File: src/rtl/mdz_triplet_loader.sv
// -----------------------------------------------------------------------------
// mdz_triplet_loader
//
// Collects a 7-word packet (header + six operands) from an inbound
// valid/ready word stream, presents the command bits and operands to an
// attached triplet merge stage, waits MERGE_LATENCY+1 cycles for that stage,
// then captures its result and offers it on an outbound valid/ready port.
//
// Header word: bit0 = merge, bit1 = which, bits[31:2] reserved.
//
// Optional feature (compile-time macro):
//   MDZ_TRIPLET_LOADER_HDR_CHECK_EN
//     When defined, a header with nonzero reserved bits sets the sticky err
//     flag; the six operands of that packet are still consumed, but no merge
//     is run and no result is offered. When undefined, err is tied low and
//     the reserved bits are ignored.
//
// Parameters:
//   MERGE_LATENCY  register latency of the merge stage, 0 or 1.
//
// Ports:
//   clk             clock, all state updates on its rising edge
//   rst_n           synchronous active-low reset
//   s_valid/s_ready inbound word handshake
//   s_data[31:0]    inbound word (header or operand)
//   merge, which    command bits to the merge stage
//   ai..fi[31:0]    operands to the merge stage
//   q[31:0], equal  result and triplet-equality from the merge stage
//   m_valid/m_ready outbound result handshake
//   m_data, m_equal captured q and equal
//   err             sticky reserved-header error flag
// -----------------------------------------------------------------------------
module mdz_triplet_loader #(
  parameter int MERGE_LATENCY = 0
) (
  input  logic        clk,
  input  logic        rst_n,
  input  logic        s_valid,
  output logic        s_ready,
  input  logic [31:0] s_data,
  output logic        merge,
  output logic        which,
  output logic [31:0] ai,
  output logic [31:0] bi,
  output logic [31:0] ci,
  output logic [31:0] di,
  output logic [31:0] ei,
  output logic [31:0] fi,
  input  logic [31:0] q,
  input  logic        equal,
  output logic        m_valid,
  input  logic        m_ready,
  output logic [31:0] m_data,
  output logic        m_equal,
  output logic        err
);

  // Reject unsupported merge latencies while elaborating.
  generate
    if (MERGE_LATENCY != 0 && MERGE_LATENCY != 1) begin : g_bad_latency
      $fatal(1, "Unsupported MERGE_LATENCY.");
    end
  endgenerate

  typedef enum logic [1:0] {
    ST_HDR  = 2'd0,
    ST_OPS  = 2'd1,
    ST_EXEC = 2'd2,
    ST_OUT  = 2'd3
  } state_t;

  // Value of the EXEC cycle counter on the final EXEC cycle.
  localparam logic EXEC_LAST_CNT = (MERGE_LATENCY == 1) ? 1'b1 : 1'b0;

  state_t      state_r;
  state_t      state_nxt_s;
  logic [2:0]  idx_r;
  logic        exec_cnt_r;
  logic        exec_last_s;
  logic        merge_r;
  logic        which_r;
  logic [31:0] op_r [6];
  logic [31:0] m_data_r;
  logic        m_equal_r;
  logic        hdr_bad_r;
  logic        hdr_bad_s;
  logic        in_rdy_s;
  logic        accept_s;

`ifdef MDZ_TRIPLET_LOADER_HDR_CHECK_EN
  logic        err_r;
  assign hdr_bad_s = |s_data[31:2];
  assign err       = err_r;
`else
  assign hdr_bad_s = 1'b0;
  assign err       = 1'b0;
`endif

  // Reset forces s_ready low even before the first reset edge is seen.
  assign s_ready     = in_rdy_s & rst_n;
  assign accept_s    = s_valid & s_ready;
  assign exec_last_s = (exec_cnt_r == EXEC_LAST_CNT);

  assign merge   = merge_r;
  assign which   = which_r;
  assign ai      = op_r[0];
  assign bi      = op_r[1];
  assign ci      = op_r[2];
  assign di      = op_r[3];
  assign ei      = op_r[4];
  assign fi      = op_r[5];
  assign m_valid = (state_r == ST_OUT);
  assign m_data  = m_data_r;
  assign m_equal = m_equal_r;

  // Next-state and inbound-ready decode.
  always_comb begin
    state_nxt_s = state_r;
    in_rdy_s    = 1'b0;
    case (state_r)
      ST_HDR: begin
        in_rdy_s = 1'b1;
        if (s_valid) begin
          state_nxt_s = ST_OPS;
        end else begin
          state_nxt_s = ST_HDR;
        end
      end
      ST_OPS: begin
        in_rdy_s = 1'b1;
        if (s_valid && (idx_r == 3'd5)) begin
          // A rejected header drains its operands but skips the merge.
          if (hdr_bad_r) begin
            state_nxt_s = ST_HDR;
          end else begin
            state_nxt_s = ST_EXEC;
          end
        end else begin
          state_nxt_s = ST_OPS;
        end
      end
      ST_EXEC: begin
        if (exec_last_s) begin
          state_nxt_s = ST_OUT;
        end else begin
          state_nxt_s = ST_EXEC;
        end
      end
      ST_OUT: begin
        if (m_ready) begin
          state_nxt_s = ST_HDR;
        end else begin
          state_nxt_s = ST_OUT;
        end
      end
      default: begin
        state_nxt_s = ST_HDR;
      end
    endcase
  end

  // State, packet capture and result capture registers.
  always_ff @(posedge clk) begin
    if (!rst_n) begin
      state_r    <= ST_HDR;
      idx_r      <= 3'd0;
      exec_cnt_r <= 1'b0;
      merge_r    <= 1'b0;
      which_r    <= 1'b0;
      hdr_bad_r  <= 1'b0;
      m_data_r   <= 32'd0;
      m_equal_r  <= 1'b0;
      for (int i = 0; i < 6; i++) begin
        op_r[i] <= 32'd0;
      end
    end else begin
      state_r <= state_nxt_s;
      case (state_r)
        ST_HDR: begin
          if (accept_s) begin
            merge_r   <= s_data[0];
            which_r   <= s_data[1];
            hdr_bad_r <= hdr_bad_s;
            idx_r     <= 3'd0;
          end
        end
        ST_OPS: begin
          if (accept_s) begin
            case (idx_r)
              3'd0:    op_r[0] <= s_data;
              3'd1:    op_r[1] <= s_data;
              3'd2:    op_r[2] <= s_data;
              3'd3:    op_r[3] <= s_data;
              3'd4:    op_r[4] <= s_data;
              3'd5:    op_r[5] <= s_data;
              default: ;
            endcase
            idx_r      <= idx_r + 3'd1;
            exec_cnt_r <= 1'b0;
          end
        end
        ST_EXEC: begin
          exec_cnt_r <= exec_cnt_r + 1'b1;
          // The merge stage output is valid on the final EXEC cycle.
          if (exec_last_s) begin
            m_data_r  <= q;
            m_equal_r <= equal;
          end
        end
        ST_OUT: begin
        end
        default: begin
        end
      endcase
    end
  end

`ifdef MDZ_TRIPLET_LOADER_HDR_CHECK_EN
  // Sticky flag for headers carrying nonzero reserved bits.
  always_ff @(posedge clk) begin
    if (!rst_n) begin
      err_r <= 1'b0;
    end else if ((state_r == ST_HDR) && accept_s && hdr_bad_s) begin
      err_r <= 1'b1;
    end
  end
`endif

endmodule
File: config.mk
export PLATFORM = sky130hd
export DESIGN_NAME = mdz_triplet_loader
export DESIGN_NICKNAME = d
export VERILOG_FILES = /design/src/rtl/mdz_triplet_loader.sv
export SDC_FILE = /design/constraint.sdc
export NUM_CORES = 1
export LEC_CHECK = 0
export CAP_MARGIN = 20
export CORE_ASPECT_RATIO = 0.5
export CORE_MARGIN = 5
export CORE_UTILIZATION = 40
export DETAILED_ROUTE_END_ITERATION = 16
export GPL_TIMING_DRIVEN = 0
export PLACE_DENSITY = 0.74
export SLEW_MARGIN = 20
export SYNTH_ARGS = -nofsm -noshare
export SYNTH_HDL_FRONTEND = slang
export SYNTH_SLANG_ARGS = --single-unit
File: constraint.sdc
create_clock -name clk -period 3.8 [get_ports clk]
set_clock_uncertainty 0.1 [all_clocks]
set_input_delay 0.76 -clock clk [delete_from_list [all_inputs] [get_ports clk]]
set_output_delay 0.76 -clock clk [all_outputs]
set_load 0.02 [all_outputs]
After elaboration in Yosys (flattened, before gate mapping):

Memory sizes are Yosys's and may differ from the RTL's.
Cells that the tools add are included.

* flip-flop bits (word level): 41
* memory bits (writable): 192
* input port bits: 69
* output and inout port bits: 230
* word-level logic and storage cells: 87
* memories kept: 1

Memory list
* op_r: words 6, bits a word 32, rd ports 6, clocked after memory_dff 0, write ports 6, RTL line 82 `logic [31:0] op_r [6];`

* $add $sub $neg: 2
* equality and inequality tests: 10
* mux-type cells: 48
* bitwise logic cells: 9
* reductions and logical operators: 10

Operators with widths (count)
* 2-to-1 mux 32 bit: 6
* 2-to-1 mux 1 bit: 35
* one-hot mux 2 bit (4 select lines): 1
* equality test 3 x 2 -> 1 bit, second input constant: 2
* equality test 3 bit, second input constant: 2
* 2-to-1 mux 3 bit: 2
* bitwise OR 1 bit: 6
* one-hot mux 3 bit (2 select lines): 1
* AND reduction 2 bit: 3
* equality test 2 bit, second input constant: 2
* 2-to-1 mux 2 bit: 2
* inequality test 2 bit, second input constant: 2
* nonzero test 2 bit: 2
* adder 3 x 1 -> 3 bit, second input constant: 1
* equality test 3 x 1 -> 1 bit, second input constant: 1
* zero test 3 bit: 1
* AND reduction 3 bit: 1
* bitwise AND 1 bit: 2
* equality test 2 x 1 -> 1 bit, second input constant: 1
* zero test 2 bit: 1
* one-hot mux 1 bit (2 select lines): 1
* OR reduction 2 bit: 1
* adder 1 bit, second input constant: 1
* logical AND 1 bit: 1
* inverter 1 bit: 1

Longest topological paths before layout:

Gate-level depths: netlist of the first run.

* depth after elaboration: 10
* gate-level depth with buffers: 6
* gate-level depth less buffers: 5

Worst setup path before layout of the first run:

Ideal clock, no wire load.

* path type: input -> register
* start point: input port s_valid
* end point: memory op_r[4][0] (enable)
* library setup time: 0.466 ns
* arrival: 3.389 ns
* data required time: 3.234 ns
* slack: -0.155 ns
* cell stages on the path: 3
* path buffers: 1
* path through: buf_2 > nand4_2 > o21ai_0

RTL lines
* from (decl): RTL line 38 `input logic s_valid,`
* to (decl): RTL line 82

Final worst setup path of the first run:

* start point: input port rst_n
* end point: output port s_ready

* longest elaborated chain between the ends: 1

RTL lines
* from (decl): RTL line 37 `input logic rst_n,`
* bitwise AND 1 bit: RTL line 100 `assign s_ready = in_rdy_s & rst_n;`
* to (decl): RTL line 39 `output logic s_ready,`

No other way between the ends.

==> out/qor.yml, run 1 <==
timing.rr.end: "op_r[3][11]$_SDFFCE_PN0P_"
end_kind: "output pin"
syn_area_um2: 8880
setup_viol_count_final: 0
wire_per_inst_um: 20.0
highest_layer: "met4"
htreeDepth: 1
num_antenna_cells: 0
arrival_ns: 2.80
first_pass_iters: 5
synth_edf_count: 192
syn_inst: 613
die-area_um2: 25500
io_pins: 299
totalWireLength_mm: 25.2
fp-row-count: 38
fin_util: 0.605
syn-num-nets: 687
hold-worst-slack_ns: 0.356
cts_setup_buffers: 0
min_to: "m_data[8]$_SDFFE_PN0P_"
regToRegSetupSlack_ns: 1.51
power_density_nw_per_um2: 427
max-cap-violations: 0
ant_nets: 0
tightestPinTransition_ns: 0.680
post-synth-top-count-cell: "and2_1"
drc: 0
fp.coreArea_um2: 21800
min_path_cells: 2
dr_wl_met2_mm: 13.1
hpwl_mm: 18.5
cts_num_sinks: 233
critPathRequiredTime_ns: 2.94
fillers: 1692
grt_pass1_vias: 6050
period_share: 0.962
multiInputGateArea_um2: 2140
reg2reg_depth: 5
drt_iter0_drc: 337
antenna_found_initial: 0
yosysTopAreaCell: "edfxtp_1"
yosysUniqueCellTypes: 33
port_buffers: 296
initial_core_util: 0.408
vias: 5786
ys_ff_latch: 233
cts_buffer_depth: 3
cellLeakagePower_uw: 0.00488
cts_tree: "done"
yosysTopAreaCellShare: 0.649
finalCriticalPeriod_ns: 3.66
r2r-start: "idx_r[1]$_SDFFE_PN0P_"
synthFlopType: "edfxtp_1"
areaGrowthSynthToFinish_pct: 48.3
syn_area_per_cell_um2: 14.5
wl_met1_mm: 10.1
routabilityCongestion: 0.780
hp-start: "m_data[8]$_SDFFE_PN0P_"
hold_path_class: "reg2reg"
die_w_um: 221
slew_violations: 0
hold_viol: 0
ys_warn_count: 0
routed_via_density: 4.60
async_flop_share: 0
grt_pass1_wl_mm: 37.3
die_y_um: 115
path_clk_slew_ns: 0.07
yosys-top-cells-count: "193 x and2_1, 192 x edfxtp_1, 71 x nand2_1, 41 x dfxtp_1, 32 x a21boi_1"
cts_repair_resize_count: 0
synth_seq_area_share: 0.741
crit_type: "in2out"
status: "finished clean"
synth.area.top_cells: "edfxtp_1 65%, and2_1 14%, dfxtp_1 9.2%"
track_usage: 0.195
grt_start_max_net_pins: 24
slew_headroom: 0.547
postCtsHoldBufs: 0
regArea_um2: 6590
wl_met3_mm: 1.48
layout-drive-gt1-share: 0.0857
cts_buffers: 23
fmax_ghz: 0.273
nNetsFinal: 1015
clockRootBuffer: "clkbuf_16"
crit_fanout: 10
start_kind: "input pin"
worstSkewPairLatency_ns: 0.51
grt_overflow_total: 0
rsz0062_at_grt: "no"
ir_drop_mv: 0.280
## area by class of cell
cell class	count	area share
clock inverters	11	0.00883
well taps	300	0.0285
plain buffers	34	0.0134
flip-flops and latches	233	0.500
clock buffers	30	0.0472
multi-input cells	341	0.162
inverters	5	0.00142
repair buffers	303	0.239
## where the power goes
| part | leakage, µW | total (µW) | internal, µW | switching (µW) |
|---|---|---|---|---|
| logic | 0.00221 | 503 | 237 | 266 |
| registers | 0.00231 | 2860 | 2840 | 25.9 |
| clock network | 0.000357 | 2250 | 1300 | 957 |
| total | 0.00488 | 5620 | 4370 | 1250 |
## cell families (layout without fill, tap and decap cells)
logic type,Yosys count,count (layout),synth area share
fa+ha+maj,5,5,0.00704
buf+inv,39,383,0.0220
mux,3,3,0.00338
flops,233,233,0.741
other cells,1,1,0.000422
compound gates,42,42,0.0349
simple gates,290,290,0.191
## layout by cell type, fill, tap and decap left out, types with 2 or more instances in the layout
cell type          n
clkbuf_16         23
ha_1               5
a21boi_0           3
clkinv_1           4
nand3b_1           2
a21boi_1          32
bufinv_16          2
edfxtp_1         192
mux2i_1            3
clkbuf_8           2
buf_16             6
nand2b_2           4
buf_2             24
dfxtp_1           41
buf_4              5
and2_1           193
nand2_1           71
and3_1             3
inv_1              5
nor2b_1            4
nand2b_1           2
o21ai_4            2
clkbuf_1          10
clkdlybuf4s50_1  296
## per-stage QoR
stage	area (µm²)	power (µW)	setup slack, ns	std cells	setup TNS, ns
6_report	13200	5620	0.143	1257	0
5_1_grt	13200	5810	0.0456	1257	0
4_1_cts	13200	5670	0.0974	1257	0
3_5_place_dp	12400	3430	0.121	1216	0
3_3_place_gp	12200	3400	-1.03	1209	-84.74
2_1_floorplan	8880	3100	0.712	613	0
## worst max path at each step
stage               cells past startpoint                        end  startpoint  slack, ns
finish                                  4                    s_ready       rst_n       0.14
global placement                        3  op_r[5][13]$_SDFFCE_PN0P_       rst_n      -1.03
global route                            4                    s_ready       rst_n       0.05
CTS                                     4                    s_ready       rst_n        0.1
floorplan                               3   op_r[4][0]$_SDFFCE_PN0P_     s_valid       0.71
detailed placement                      4                    s_ready       rst_n       0.12
## per-layer routing
| metal | global-route usage | up-vias |
|---|---|---|
| li1 | - | 2751 |
| met1 | 0.242 | 2817 |
| met2 | 0.356 | 180 |
| met3 | 0.0447 | 38 |
| met4 | 0.0380 | 0 |
| met5 | 0 | - |
## flip-flops by register name, indices dropped and copies added, names as in the netlist
signal	cells
op_r	192
m_data	32
idx_r	3
state_r	2
exec_cnt_r	1
m_equal	1
merge	1
which	1
## critical path, stage by stage
cell             delay [ns]
clkdlybuf4s50_1        0.66
clkbuf_1               0.51
nor2b_1                0.22
clkdlybuf4s50_1        0.64
(Power assumes the default switching activity.)
==> inputs of run 2 (changes only) <==
--- a/config.mk
+++ b/config.mk
@@ -9,9 +9,11 @@
 export CORE_ASPECT_RATIO = 0.5
 export CORE_MARGIN = 5
 export CORE_UTILIZATION = 40
+export CTS_CLUSTER_SIZE = 12
 export DETAILED_ROUTE_END_ITERATION = 16
 export GPL_TIMING_DRIVEN = 0
 export PLACE_DENSITY = 0.74
+export SKIP_LAST_GASP = 1
 export SLEW_MARGIN = 20
 export SYNTH_ARGS = -nofsm -noshare
 export SYNTH_HDL_FRONTEND = slang
==> run 2 against run 1 <==
Cell count is 0.48% lower. Sequential power hardly changed. Critical endpoint unchanged. Final area is 0.35% lower. Highest routed layer unchanged. Largest power group unchanged.
==> out/qor.yml, run 2 (same netlist as run 1, synthesis figures left out) <==
status: "finished clean"
arrival_ns: 2.80  # about the same
fp-row-count: 38  # unchanged
cts_repair_resize_count: 0  # unchanged
grt_overflow_total: 0  # unchanged
totalWireLength_mm: 25.1  # -0.17%
cts_buffer_depth: 3  # unchanged
multiInputGateArea_um2: 2140  # unchanged
postCtsHoldBufs: 0  # unchanged
rsz0062_at_grt: "no"
initial_core_util: 0.408  # unchanged
grt_start_max_net_pins: 24  # unchanged
grt_pass1_wl_mm: 37.5  # +0.46%
ir_drop_mv: 0.256  # -8.5%
fillers: 1701  # +0.53%
die-area_um2: 25500  # unchanged
wire_per_inst_um: 20.1  # +0.31%
slew_violations: 0  # unchanged
tightestPinTransition_ns: 0.684  # +0.00445 ns
clockRootBuffer: "clkbuf_16"
drt_iter0_drc: 331  # -1.8%
crit_type: "in2out"
areaGrowthSynthToFinish_pct: 47.8
end_kind: "output pin"
cts_buffers: 24  # +4.3%
hold_path_class: "reg2reg"
regArea_um2: 6590  # unchanged
power_density_nw_per_um2: 421  # -1.4%
dp_slack_ns: 0.121  # unchanged
fin_ws_ns: 0.136  # -0.00685 ns
first_pass_iters: 4  # -1
hold_viol: 0  # unchanged
path_clk_slew_ns: 0.06  # about the same
critPathRequiredTime_ns: 2.94  # about the same
cts_num_sinks: 233  # unchanged
clock_power_share: 0.390  # -0.011
layout_commonest_cell: "clkdlybuf4s50_1"
fmax_ghz: 0.273  # -0.19%
stdcell_area_um2: 13100  # -0.35%
drc: 0  # unchanged
p_int_uw: 4310  # -1.5%
cp_slowest_stage_delay_ns: 0.66  # about the same
nNetsFinal: 1016  # +0.099%
hpwl_mm: 18.5  # unchanged
num_antenna_cells: 0  # unchanged
critPathSlowestCell: "clkdlybuf4s50_1"
die_y_um: 115  # unchanged
period_share: 0.964  # +0.00180
routed_via_density: 4.62  # +0.31%
cts_tree: "done"
critPathTopFamily: "buffers and inverters"
slew_headroom: 0.544  # -0.00297
switching_share: 0.220  # -0.00213
finalCriticalPeriod_ns: 3.66  # +0.00685 ns
antenna_found_initial: 0  # unchanged
top_register: "op_r"
start_kind: "input pin"
p_switching_uw: 1220  # -2.7%
layout_common_cells: "296 x clkdlybuf4s50_1, 193 x and2_1, 192 x edfxtp_1"
cpMostUsedCell: "clkdlybuf4s50_1"
routabilityCongestion: 0.780  # unchanged
placed_area_um2: 12400  # unchanged
power.share.combinational: 0.091  # about the same
port_buffers: 296  # unchanged
grt_pass1_vias: 6039  # -0.18%
largest_register_ffs: 192  # unchanged
critical_path_buf_inv_count: 3  # unchanged
worstSkewPairLatency_ns: 0.51  # about the same
worstPathCellList: "clkdlybuf4s50_1 > clkbuf_1 > nor2b_1 > clkdlybuf4s50_1"
cts_setup_buffers: 0  # unchanged
io_pins: 299  # unchanged
crit_fanout: 10  # unchanged
cellLeakagePower_uw: 0.00486  # -0.35%
die_w_um: 221  # unchanged
setup_viol_count_final: 0  # unchanged
ant_nets: 0  # unchanged
max-cap-violations: 0  # unchanged
fp.coreArea_um2: 21800  # unchanged
layout-drive-gt1-share: 0.0831  # -0.00261
htreeDepth: 1  # unchanged
track_usage: 0.196  # +0.00104
seq_power_share: 0.519  # +0.010
vias: 5776  # -0.17%
run 2: changes by cell type in the layout (fill, tap and decap cells not counted), sizes merged:
| cell | before | now |
|---|---|---|
| bufinv | 2 | 0 |
| clkbuf | 35 | 38 |
| clkinvlp | 1 | 0 |
| inv | 7 | 6 |
| clkinv | 6 | 1 |
run 2: path summary, 6_finish.rpt:
check	startpoint	endpoint	slack, ns	cells past startpoint
worst min register to register	m_data[6]$_SDFFE_PN0P_	m_data[6]$_SDFFE_PN0P_	0.36	2
worst max register to register	idx_r[0]$_SDFFE_PN0P_	op_r[0][15]$_SDFFCE_PN0P_	1.51	6
worst min-delay path	m_data[6]$_SDFFE_PN0P_	m_data[6]$_SDFFE_PN0P_	0.36	2
worst max-delay path	rst_n	s_ready	0.14	4
run 2: power groups by stage:
stage | Clock [µW] | Combinational, µW | Sequential (µW)
floorplan | 0 | 68.0 | 3030
global placement | 0 | 478 | 2920
detailed placement | 0 | 509 | 2920
CTS | 2200 | 511 | 2870
global route | 2330 | 527 | 2870
finish | 2150 | 504 | 2870
run 2: final cells by class:
| class | count | area share |
|---|---|---|
| flip-flops and latches | 233 | 0.502 |
| inverters | 5 | 0.00143 |
| clock buffers | 33 | 0.0515 |
| multi-input cells | 341 | 0.163 |
| plain buffers | 34 | 0.0134 |
| repair buffers | 303 | 0.240 |
| well taps | 300 | 0.0286 |
| clock inverters | 2 | 0.00114 |
run 2: routing by layer:
layer	GRT usage	share of wire	vias up
met3	0.0442	0.049	27
met2	0.353	0.52	135
li1	-	-	2751
met1	0.249	0.41	2863
met4	0.0347	0.014	0
met5	0	0	-
run 2: through the flow:
step / hold WS (ns) / power, µW / TNS, ns / util / instances
finish: 0.356 / 5520 / 0 / 0.603 / 1251
global route: 0.374 / 5730 / 0 / 0.603 / 1251
CTS: 0.357 / 5580 / 0 / 0.603 / 1251
detailed placement: 0.347 / 3430 / 0 / 0.571 / 1216
global placement: 0.341 / 3400 / -84.74 / 0.561 / 1209
floorplan: 0.364 / 3100 / 0 / - / 613
run 2: worst reg2reg max path, stage by stage, from the launching register on:
cell and delay (ns):
dfxtp_1 0.33, inv_1 0.12, ha_1 0.18, nand4_2 0.18, nor3_2 0.40, nand2b_2 0.42
buf_12 0.25
==> inputs of run 3 (changes only) <==
--- a/config.mk
+++ b/config.mk
@@ -7,10 +7,10 @@
 export LEC_CHECK = 0
 export CAP_MARGIN = 20
 export CORE_ASPECT_RATIO = 0.5
-export CORE_MARGIN = 5
+export CORE_MARGIN = 4
 export CORE_UTILIZATION = 40
-export CTS_CLUSTER_SIZE = 12
 export DETAILED_ROUTE_END_ITERATION = 16
+export GPL_ROUTABILITY_DRIVEN = 0
 export GPL_TIMING_DRIVEN = 0
 export PLACE_DENSITY = 0.74
 export SKIP_LAST_GASP = 1
==> run 3 against run 2 <==
Maximum frequency increased by 1.2%. Sequential cell count unchanged. Via count increased by 1.7%. Critical endpoint unchanged.
==> out/qor.yml, run 3 (same netlist as run 1, synthesis figures left out) <==
status: "finished clean"
drt_iter0_drc: 356  # +7.6%
fin_util: 0.606  # +0.00247
top_register: "op_r"
period_share: 0.953  # -0.0114
die_w_um: 219  # -0.91%
ant_nets: 0  # unchanged
cts_buffer_depth: 3  # unchanged
cts_num_sinks: 233  # unchanged
crit_fanout: 10  # unchanged
port_buffers: 296  # unchanged
vias: 5877  # +1.7%
cts_setup_buffers: 0  # unchanged
die_y_um: 113  # -1.7%
hold_path_class: "reg2reg"
critPathRequiredTime_ns: 2.94  # about the same
cts_tree: "done"
start_kind: "input pin"
slew_headroom: 0.517  # -0.0269
drc: 0  # unchanged
num_antenna_cells: 0  # unchanged
multiInputGateArea_um2: 2140  # unchanged
largest_register_ffs: 192  # unchanged
ir_drop_mv: 0.258  # +0.63%
slew_violations: 0  # unchanged
end_kind: "output pin"
layout-drive-gt1-share: 0.0900  # +0.00689
reg2reg_depth: 6  # unchanged
postCtsHoldBufs: 0  # unchanged
antenna_found_initial: 0  # unchanged
grt_overflow_total: 0  # unchanged
path_depth: 4  # unchanged
wire_per_inst_um: 20.0  # -0.21%
finalCriticalPeriod_ns: 3.62  # -0.0433 ns
cts_repair_resize_count: 0  # unchanged
die-area_um2: 24800  # -2.6%
regArea_um2: 6590  # unchanged
cpMostUsedCell: "clkdlybuf4s50_1"
clockRootBuffer: "clkbuf_16"
fillers: 1697  # -0.24%
crit_type: "in2out"
cp_slowest_stage_delay_ns: 0.67  # about the same
endpoint: "s_ready"
layout_commonest_cell: "clkdlybuf4s50_1"
hpwl_mm: 18.4  # -0.44%
nNetsFinal: 1014  # -0.20%
critical_path_buf_inv_count: 3  # unchanged
worstPathCellList: "clkdlybuf4s50_1 > clkbuf_1 > nor2b_1 > clkdlybuf4s50_1"
fin_ws_ns: 0.179  # +0.0433 ns
fp-row-count: 38  # unchanged
setup_viol_count_final: 0  # unchanged
fmax_ghz: 0.276  # +1.2%
regToRegSetupSlack_ns: 1.44  # -0.07 ns
max-cap-violations: 0  # unchanged
tightestPinTransition_ns: 0.722  # +0.0376 ns
rsz0062_at_grt: "no"
power_density_nw_per_um2: 424  # +0.80%
arrival_ns: 2.76  # -0.04 ns
fp.coreArea_um2: 21700  # -0.22%
areaGrowthSynthToFinish_pct: 48.1
grt_pass1_vias: 6195  # +2.6%
timing.rr.end: "op_r[0][12]$_SDFFCE_PN0P_"
grt_start_max_net_pins: 25  # +4.2%
setup_tns_ns: 0  # unchanged
first_pass_iters: 4  # unchanged
hold_viol: 0  # unchanged
critPathSlowestCell: "clkdlybuf4s50_1"
path_clk_slew_ns: 0.06  # about the same
layout_common_cells: "296 x clkdlybuf4s50_1, 193 x and2_1, 192 x edfxtp_1"
cts_buffers: 22  # -8.3%
critPathTopFamily: "buffers and inverters"
r2r-start: "idx_r[0]$_SDFFE_PN0P_"
htreeDepth: 1  # unchanged
worstSkewPairLatency_ns: 0.51  # about the same
routed_via_density: 4.68  # +1.3%
track_usage: 0.198  # +0.00147
io_pins: 299  # unchanged
dp_slack_ns: 0.133  # +0.0124 ns
hold-worst-slack_ns: 0.356  # -0.0000290 ns
cellLeakagePower_uw: 0.00488  # +0.31%
grt_pass1_wl_mm: 37.3  # -0.61%
startpoint: "rst_n"
hp-start: "m_data[24]$_SDFFE_PN0P_"
initial_core_util: 0.409  # +0.000893
totalWireLength_mm: 25.2  # +0.19%
-- run 3: final cells by class --
cell class | count | share of cell area
plain buffers | 34 | 0.0134
clock buffers | 27 | 0.0480
flip-flops and latches | 233 | 0.501
inverters | 5 | 0.00143
clock inverters | 13 | 0.00704
multi-input cells | 341 | 0.162
repair buffers | 303 | 0.239
well taps | 300 | 0.0285
-- run 3: how the worst min path moves through the flow --
stage                              end  cells after the start
2_1_floorplan    idx_r[1]$_SDFFE_PN0P_                      2
3_3_place_gp   m_data[22]$_SDFFE_PN0P_                      2
3_5_place_dp   m_data[25]$_SDFFE_PN0P_                      2
4_1_cts        m_data[25]$_SDFFE_PN0P_                      2
5_1_grt        m_data[18]$_SDFFE_PN0P_                      2
6_report       m_data[24]$_SDFFE_PN0P_                      2
-- run 3: through the flow --
| stage | instances | power (µW) | instance area (µm²) |
|---|---|---|---|
| floorplan | 613 | 3100 | 8880 |
| global placement | 1209 | 3400 | 12200 |
| detailed placement | 1216 | 3430 | 12400 |
| CTS | 1256 | 5630 | 13200 |
| global route | 1256 | 5770 | 13200 |
| finish | 1256 | 5580 | 13200 |
-- run 3: metal layers --
layer  share of wire  up-vias  track usage  wire [µm]
li1                -     2751            -          -
met1            0.40     2919        0.248      10200
met2            0.51      157        0.351      12900
met3           0.051       50       0.0386       1280
met4           0.033        0       0.0610        840
met5               0        -            0          0
-- run 3: tightest hold or removal path, cell delays in order (launching register included) --
cell	delay [ns]
dfxtp_1	0.31
nand2_1	0.05
a21boi_1	0.05
-- run 3: power by group --
group          total, µW  switching, µW  internal [µW]  leakage [µW]
Combinational        505            268            237       0.00220
Sequential          2860           25.7           2840       0.00231
Clock               2210            956           1250      0.000358
Total               5580           1250           4330       0.00488
